[config.mk]
export PLATFORM = sky130hd
export DESIGN_NAME = matvec_stream_tx
export DESIGN_NICKNAME = d
export VERILOG_FILES = /design/src/rtl/matvec_stream_tx.sv
export SDC_FILE = /design/constraint.sdc
export NUM_CORES = 1
export LEC_CHECK = 0
export BUFFER_PORTS_ARGS = -buffer_cell sky130_fd_sc_hd__buf_4
export CAP_MARGIN = 15
export CORE_MARGIN = 4
export CORE_UTILIZATION = 35
export DETAILED_ROUTE_END_ITERATION = 10
export PLACE_DENSITY = 0.55
export SYNTH_ARGS = -nofsm -noshare
export SYNTH_HDL_FRONTEND = slang
export SYNTH_SLANG_ARGS = --single-unit
[constraint.sdc]
create_clock -name clk -period 3.1 [get_ports clk]
set_clock_uncertainty 0.1 [all_clocks]
set_input_delay 0.31 -clock clk [delete_from_list [all_inputs] [get_ports clk]]
set_output_delay 0.31 -clock clk [all_outputs]
set_load 0.01 [all_outputs]
[src/rtl/matvec_stream_tx.sv]
// Purpose: owns the multiplier clock enable, tracks in-flight vectors, buffers each result and streams it out element by element.
// Latency: vector captured LATENCY enabled edges after its operand is accepted; first beat valid from that edge.
// Backpressure: a completed vector arriving while the buffer is still sending stalls the whole multiplier (mv_cen=0, s_ready=0).
// Build option: define MATVEC_TX_SAT_EN for signed saturation to W_O bits; otherwise elements wrap (low W_O bits).
module matvec_stream_tx #(
  parameter int R       = 8,
  parameter int W_Y     = 19,
  parameter int LATENCY = 4,
  parameter int W_O     = 16,
  localparam int IW     = (R > 1) ? $clog2(R) : 1
) (
  input  logic                    clk,
  input  logic                    rstn,
  input  logic                    s_valid,
  output logic                    s_ready,
  output logic                    mv_cen,
  input  logic [R-1:0][W_Y-1:0]   mv_y,
  output logic [W_O-1:0]          m_data,
  output logic                    m_valid,
  input  logic                    m_ready,
  output logic                    m_last,
  output logic [IW-1:0]           m_index
);

  typedef enum logic {EMPTY, SEND} state_t;

  localparam logic [IW-1:0] LAST_IDX = IW'(R - 1);

  state_t               state_q;
  logic [LATENCY-1:0]   tok;
  logic                 tok_tail;
  logic [IW-1:0]        idx_q;
  logic [IW-1:0]        idx_nxt;
  logic [W_O-1:0]       data_buf [R];

`ifndef MATVEC_TX_SAT_EN
  // Wrap mode only looks at the low W_O bits of each element.
  logic unused_y;
  assign unused_y = ^mv_y;
`endif

  // Narrow one multiplier element to the transmit width.
  function automatic logic [W_O-1:0] conv(input logic [W_Y-1:0] y);
`ifdef MATVEC_TX_SAT_EN
    logic [W_Y-W_O:0] top;
    top = y[W_Y-1:W_O-1];
    if ((&top) || !(|top))
      conv = y[W_O-1:0];
    else if (y[W_Y-1])
      conv = {1'b1, {(W_O-1){1'b0}}};
    else
      conv = {1'b0, {(W_O-1){1'b1}}};
`else
    conv = y[W_O-1:0];
`endif
  endfunction

  assign tok_tail = tok[LATENCY-1];
  // Stall only when a finished vector has nowhere to go; no path from m_ready.
  assign mv_cen   = !(tok_tail && (state_q == SEND));
  assign s_ready  = mv_cen;
  assign idx_nxt  = idx_q + IW'(1);
  assign m_index  = idx_q;
  assign m_data   = m_valid ? data_buf[idx_q] : '0;

  generate
    if (LATENCY == 1) begin : g_tok1
      // Single-stage multiplier: the token is just the accepted operand flag.
      always_ff @(posedge clk or negedge rstn) begin
        if (!rstn)       tok <= '0;
        else if (mv_cen) tok <= s_valid;
      end
    end else begin : g_tokn
      // Shift an occupancy token alongside each operand set, frozen while stalled.
      always_ff @(posedge clk or negedge rstn) begin
        if (!rstn)       tok <= '0;
        else if (mv_cen) tok <= {tok[LATENCY-2:0], s_valid};
      end
    end
  endgenerate

  // Buffer FSM: capture a finished vector, then walk the index on each accepted beat.
  always_ff @(posedge clk or negedge rstn) begin
    if (!rstn) begin
      state_q <= EMPTY;
      idx_q   <= '0;
      m_valid <= 1'b0;
      m_last  <= 1'b0;
      for (int r = 0; r < R; r++) data_buf[r] <= '0;
    end else begin
      case (state_q)
        EMPTY: begin
          if (tok_tail) begin
            for (int r = 0; r < R; r++) data_buf[r] <= conv(mv_y[r]);
            idx_q   <= '0;
            m_valid <= 1'b1;
            m_last  <= (R == 1);
            state_q <= SEND;
          end
        end
        SEND: begin
          if (m_ready) begin
            if (m_last) begin
              // Buffer frees next cycle; no same-cycle recapture.
              state_q <= EMPTY;
              idx_q   <= '0;
              m_valid <= 1'b0;
              m_last  <= 1'b0;
            end else begin
              idx_q  <= idx_nxt;
              m_last <= (idx_nxt == LAST_IDX);
            end
          end
        end
        default: state_q <= EMPTY;
      endcase
    end
  end

endmodule

After elaboration in Yosys (flattened, before gate mapping)
Index checks and enable logic that the tools add are counted.
{"block": "totals", "regBits": 138, "inputBits": 156, "output_inout_bits": 23, "word_cells": 46}
{"block": "classes", "n_addsub": 1, "n_lt_le_gt_ge": 1, "eq_ne": 4, "n_mux": 20, "bitwise_logic": 2, "n_reduce_logical": 5}
{"cell": "16-bit binary-select mux with 3-bit select", "n": 1}
{"cell": "16-bit two-way mux", "n": 3}
{"cell": "1-bit two-way mux", "n": 9}
{"cell": "3-bit two-way mux", "n": 3}
{"cell": "2-bit != test, second input constant", "n": 3}
{"cell": "1-bit one-hot mux with 2 select lines", "n": 3}
{"cell": "3-bit one-hot mux with 2 select lines", "n": 1}
{"cell": "4-bit >= comparator, second input constant", "n": 1}
{"cell": "3-bit inverter with 4-bit output", "n": 1}
{"cell": "2-bit AND reduction", "n": 2}
{"cell": "3-bit by 1-bit adder with 3-bit output, second input constant", "n": 1}
{"cell": "3-bit equality test, second input constant", "n": 1}
{"cell": "3-bit AND reduction", "n": 1}
{"cell": "1-bit logical AND", "n": 1}
{"cell": "1-bit logical NOT", "n": 1}
{"cell": "1-bit inverter", "n": 1}

Logic depth before layout (Yosys ltp)
{"block": "logic_depth", "depth_word": 5, "depth_mapped": 7, "mapped_depth_nobuf": 5}

Worst setup path after synthesis
OpenSTA, ideal clock, no wires.
{"block": "synth_timing", "path_type": "reg2out", "from": "register idx_q[0] (netlist: m_index[0])", "to": "output m_data[10]", "arrival_time_ns": 1.473, "required_ns": 2.690, "path_slack_ns": 1.217, "stages_incl_launch_ff": 5, "path_buffers": 2, "cell_sequence": "dfrtp_1 -> buf_6 -> buf_12 -> mux4_2 -> o211a_1"}
{"block": "synth_between", "elab_chain_cells": 5}
{"element": "start: declaration", "line_no": "32", "source": "logic [IW-1:0] idx_q;"}
{"element": "start signal: assignment", "line_no": "110", "source": "idx_q <= idx_nxt;"}
{"element": "3-bit inverter with 4-bit output (not written as such)", "line_no": "64", "source": "assign m_data = m_valid ? data_buf[idx_q] : '0;"}
{"element": "16-bit binary-select mux with 3-bit select", "line_no": "64"}
{"element": "16-bit two-way mux (not written as such) (2 in series)", "line_no": "64"}
{"element": "16-bit two-way mux", "line_no": "64"}
{"element": "end: declaration", "line_no": "18", "source": "output logic [W_O-1:0] m_data,"}
Every way passes these cells. The select of a mux whose other input is x is not followed.

Worst setup path in the final report
{"block": "layout_timing", "from": "register idx_q[0] (netlist: m_index[0])", "to": "output m_data[3]"}
Same word-level chain as after synthesis.

==> impl_summary.md <==
Outcome
The run finished with clean final reports.

Logic synthesis
The synthesized netlist occupies a cell area of 0.00632 mm2. The count of flip-flops with a built-in enable after synthesis is 0. The fraction of the mapped netlist area in compound gates is 5.36%. The post-synthesis cell type count is 31. Ranked by instance count, the synthesized netlist is headed by dfrtp_1 (138), mux2_2 (131), mux2i_1 (33), a22oi_1 (16), o211a_1 (16). Yosys attributes the largest share of cell area to dfrtp_1 (55%), mux2_2 (23%), mux2i_1 (5.2%), mux4_1 (3.7%), o211a_1 (2.5%). The synthesized-area fraction occupied by xor and xnor cells is 0.139%.

The average instance in the mapped netlist occupies 15.3 um2. Yosys printed 0 warnings. The async set-reset flop share out of synthesis is 100%. The synthesized instance count is 412. After synthesis, the largest family of logic cells by area is multiplexers. The share of synthesized area in the top cell type comes to 54.6%. Counting every net in the synthesized netlist gives 570. The mux share of post-synthesis cell area is 34.8%.

The synthesized netlist devotes 0.396% of its cell area to adder and majority cells. The sequential share of the synthesized area is 54.6%. The cell taking the most area after synthesis is dfrtp_1. Of the total synthesized cell area, the portion taken by AND, OR, NAND and NOR gates is 1.17%.

The main flop type after synthesis is dfrtp_1. Yosys instantiated no cell more often than dfrtp_1. Counting flops and latches in the post-synthesis netlist gives 138.

Flow run
The number of maximum-capacitance violations is 0.

GRT
The number of antenna violations at the first check in global routing came to 0. The number of global-route vias before repair is 4,515. The all-layer global routing usage is 16.1%. After global routing the overflow that remains totals 0. The pin count of the biggest net entering global routing is 79. The first global-routing pass estimated 24.7 mm of wire.

Route
The count of vias placed by the detailed router is 4,013. Wires add up to 15.7 mm. The number of nets with antenna violations after routing is 0.

The number of design rule violations left after detail routing is 0. After detailed routing, the average wire length per cell comes to 19.5 um. The total met3 wirelength after detailed routing is 1.09 mm. Dividing the detail-routed via count by the number of cells gives 4.98. After detailed routing, the wire length on met1 is 6.72 mm. The DRC violation total after the first TritonRoute iteration is 139. Routed signal wires occupy layers up through met4. The total met2 wirelength after detailed routing is 7.63 mm. The first detailed-routing pass ran for 4 iterations.

Floorplan
The core area is 0.0175 mm2. The die extent in x is 142 um. For this design the top-level I/O count stands at 179. The die covers 0.0203 mm2. Once the floorplan was initialized, standard cells occupied 36.2% of the core. The chip height is 142 um. The site row count is 48.

Final layout
The multi-input combinational cells in the finished layout cover a total of 0.00265 mm2. Fill cells in the final layout number 1,578. The area overhead of the layout relative to synthesis is 32.0%.

In the final layout, the share of cells above drive strength 1 is 57.5%. The antenna diode count is 0. The final layout net count is 727. The flip-flop and latch area is 0.00345 mm2.

Power and ir drop
The worst vdd rail ir drop is 459 uV. The analysis attributes to cell leakage a power of 0.00396 uW. The overall power of the completed layout is 8290 uW.

For this design the ratio of total power to cell area is 994 mW/mm2.

Worst hold path
The launch point of the worst hold path is mv_y[79]. In this run the worst hold path is classified as primary input to register.

Worst setup path
STA puts the critical path data arrival time at 2.24 ns. The setup path with the least slack is of type register to primary output. The first element of the critical path is m_index[0]. The endpoint of the worst-slack reg-to-reg timing path is m_index[2].

The data required time of the critical path is 2.69 ns. STA classifies the critical path startpoint as a register. In this run the worst setup path terminates at m_data[3]. The depth of the worst register-to-register path is 5. The kind of end point of the critical path is a primary output. The maximum fanout encountered on the critical timing path is 18.

In this run the register-to-register setup slack is 1.17 ns. The origin of the critical flop-to-flop path is m_index[1].

STA
The top achievable clock speed is 0.378 GHz. The sum of negative setup slack is 0 ns. The post-layout minimum cycle time is 2.65 ns. At the pin with the least slew margin, the transition time is 0.691 ns. Setup repair after global routing left no endpoint under its margin. The number of max-slew violations in the final report came to 0. The final hold violation count is 0. The worst max-slew margin expressed relative to the limit is 53.9%. Setup violations remaining at the end of the flow were counted as 0. The ratio of final minimum period to clock period is 85.4%.

CTS
After clock tree synthesis, the clock-pin slew on the worst setup and hold paths is 0.06 ns. The count of clock tree sinks is 138. TritonCTS built the clock tree.

The clock tree root buffer cell is clkbuf_16. The deepest clock path buffer count is 2. The number of buffers added by the clock tree synthesis step is 17. Clock latency on the worst-skew pair, taken at its later pin, is 0.41 ns.

CTS built an H-tree with a depth of 4. The number of buffers inserted to repair setup after CTS is 0.

Placed design
The number of input and output port buffers inserted is 154. The placed wire-length estimate after detailed placement is 11.3 mm. The routability congestion estimate is 0.756.
## sequential cells by signal, indices dropped and copies added (netlist names)
signal / cells
data_buf: 128
tok: 4
m_index: 3
m_last: 1
m_valid: 1
state_q: 1
## power breakdown
group	switching, uW	internal (uW)	total (uW)	leakage [uW]
Combinational	1270	1830	3100	0.00197
Clock	725	1300	2030	0.000298
Sequential	512	2660	3170	0.00170
Total	2500	5790	8290	0.00396
## timing repair
item / 4_1_cts / 5_1_grt
setup endpoints to repair: 0 / 0
resized for setup: 0 / 0
hold buffers: 7 / 1
hold endpoints to repair: 76 / 1
## critical path, stage by stage (launching register included)
cell and delay, ns:
dfrtp_1 0.57, buf_12 0.23, mux4_1 0.63, o211a_1 0.23, buf_4 0.14
## area by class of cell
class,instances,area share [%]
Clock buffer,24,6.13
Clock inverter,7,1.05
Inverter,2,0.0900
Multi-Input combinational cell,239,31.8
Sequential cell,138,41.4
Tap cell,225,3.37
Timing Repair Buffer,171,16.1
## layout by cell type (no fill, tap or decap), drive strengths merged
master	Yosys	layout
nor3	1	1
nand3	1	1
mux2i	33	33
nor2	3	3
nand2b	1	1
a21o	1	1
clkinv	0	4
ha	2	2
mux4	16	16
buf	26	163
bufinv	0	2
nor2b	2	2
clkinvlp	0	1
dfrtp	138	138
and2	1	1
a22oi	16	16
a22o	1	1
o22ai	1	1
clkbuf	7	24
nand2	5	5
a31oi	1	1
dlygate4sd3	0	8
nand3b	1	1
a21oi	1	1
xnor2	1	1
mux2	131	131
inv	2	2
o21ai	3	3
a32o	1	1
o211a	16	16
## metrics by stage
| step | instances | utilization (%) | setup WS [ns] | area (um2) | hold slack [ns] |
|---|---|---|---|---|---|
| after floorplan | 412 | - | 1.22 | 6320 | -0.0856 |
| after global placement | 767 | 43.8 | 0.909 | 7660 | 0.264 |
| after detailed placement | 767 | 43.8 | 0.871 | 7660 | 0.277 |
| after CTS | 805 | 47.7 | 0.405 | 8330 | 0.0000849 |
| after global routing | 806 | 47.7 | 0.344 | 8340 | 0.000847 |
| final | 806 | 47.7 | 0.452 | 8340 | 0.0251 |
## worst min-delay path by stage
stage                    end  slack [ns]  depth (start not counted)
6_report        data_buf[51]        0.03                          2
5_1_grt        data_buf[115]      0.0008                          2
4_1_cts        data_buf[123]     0.00008                          2
3_5_place_dp    data_buf[22]        0.28                          1
3_3_place_gp    data_buf[22]        0.26                          1
2_1_floorplan    data_buf[0]       -0.09                          0
## per-layer routing
layer	track usage, %	up-vias
met5	0	-
met4	5.90	0
met3	6.01	17
met2	25.7	122
met1	20.2	2020
li1	-	1854
## logic make-up after synthesis
| logic type | count (synthesis) |
|---|---|
| buffers and inverters | 35 |
| AND/OR/NAND/NOR | 15 |
| AO/OA/AOI/OAI | 41 |
| flip-flops | 138 |
| XOR/XNOR | 1 |
| multiplexers | 180 |
| adder cells (fa/ha/maj) | 2 |
Note: power is estimated with default switching activity, not from simulation.
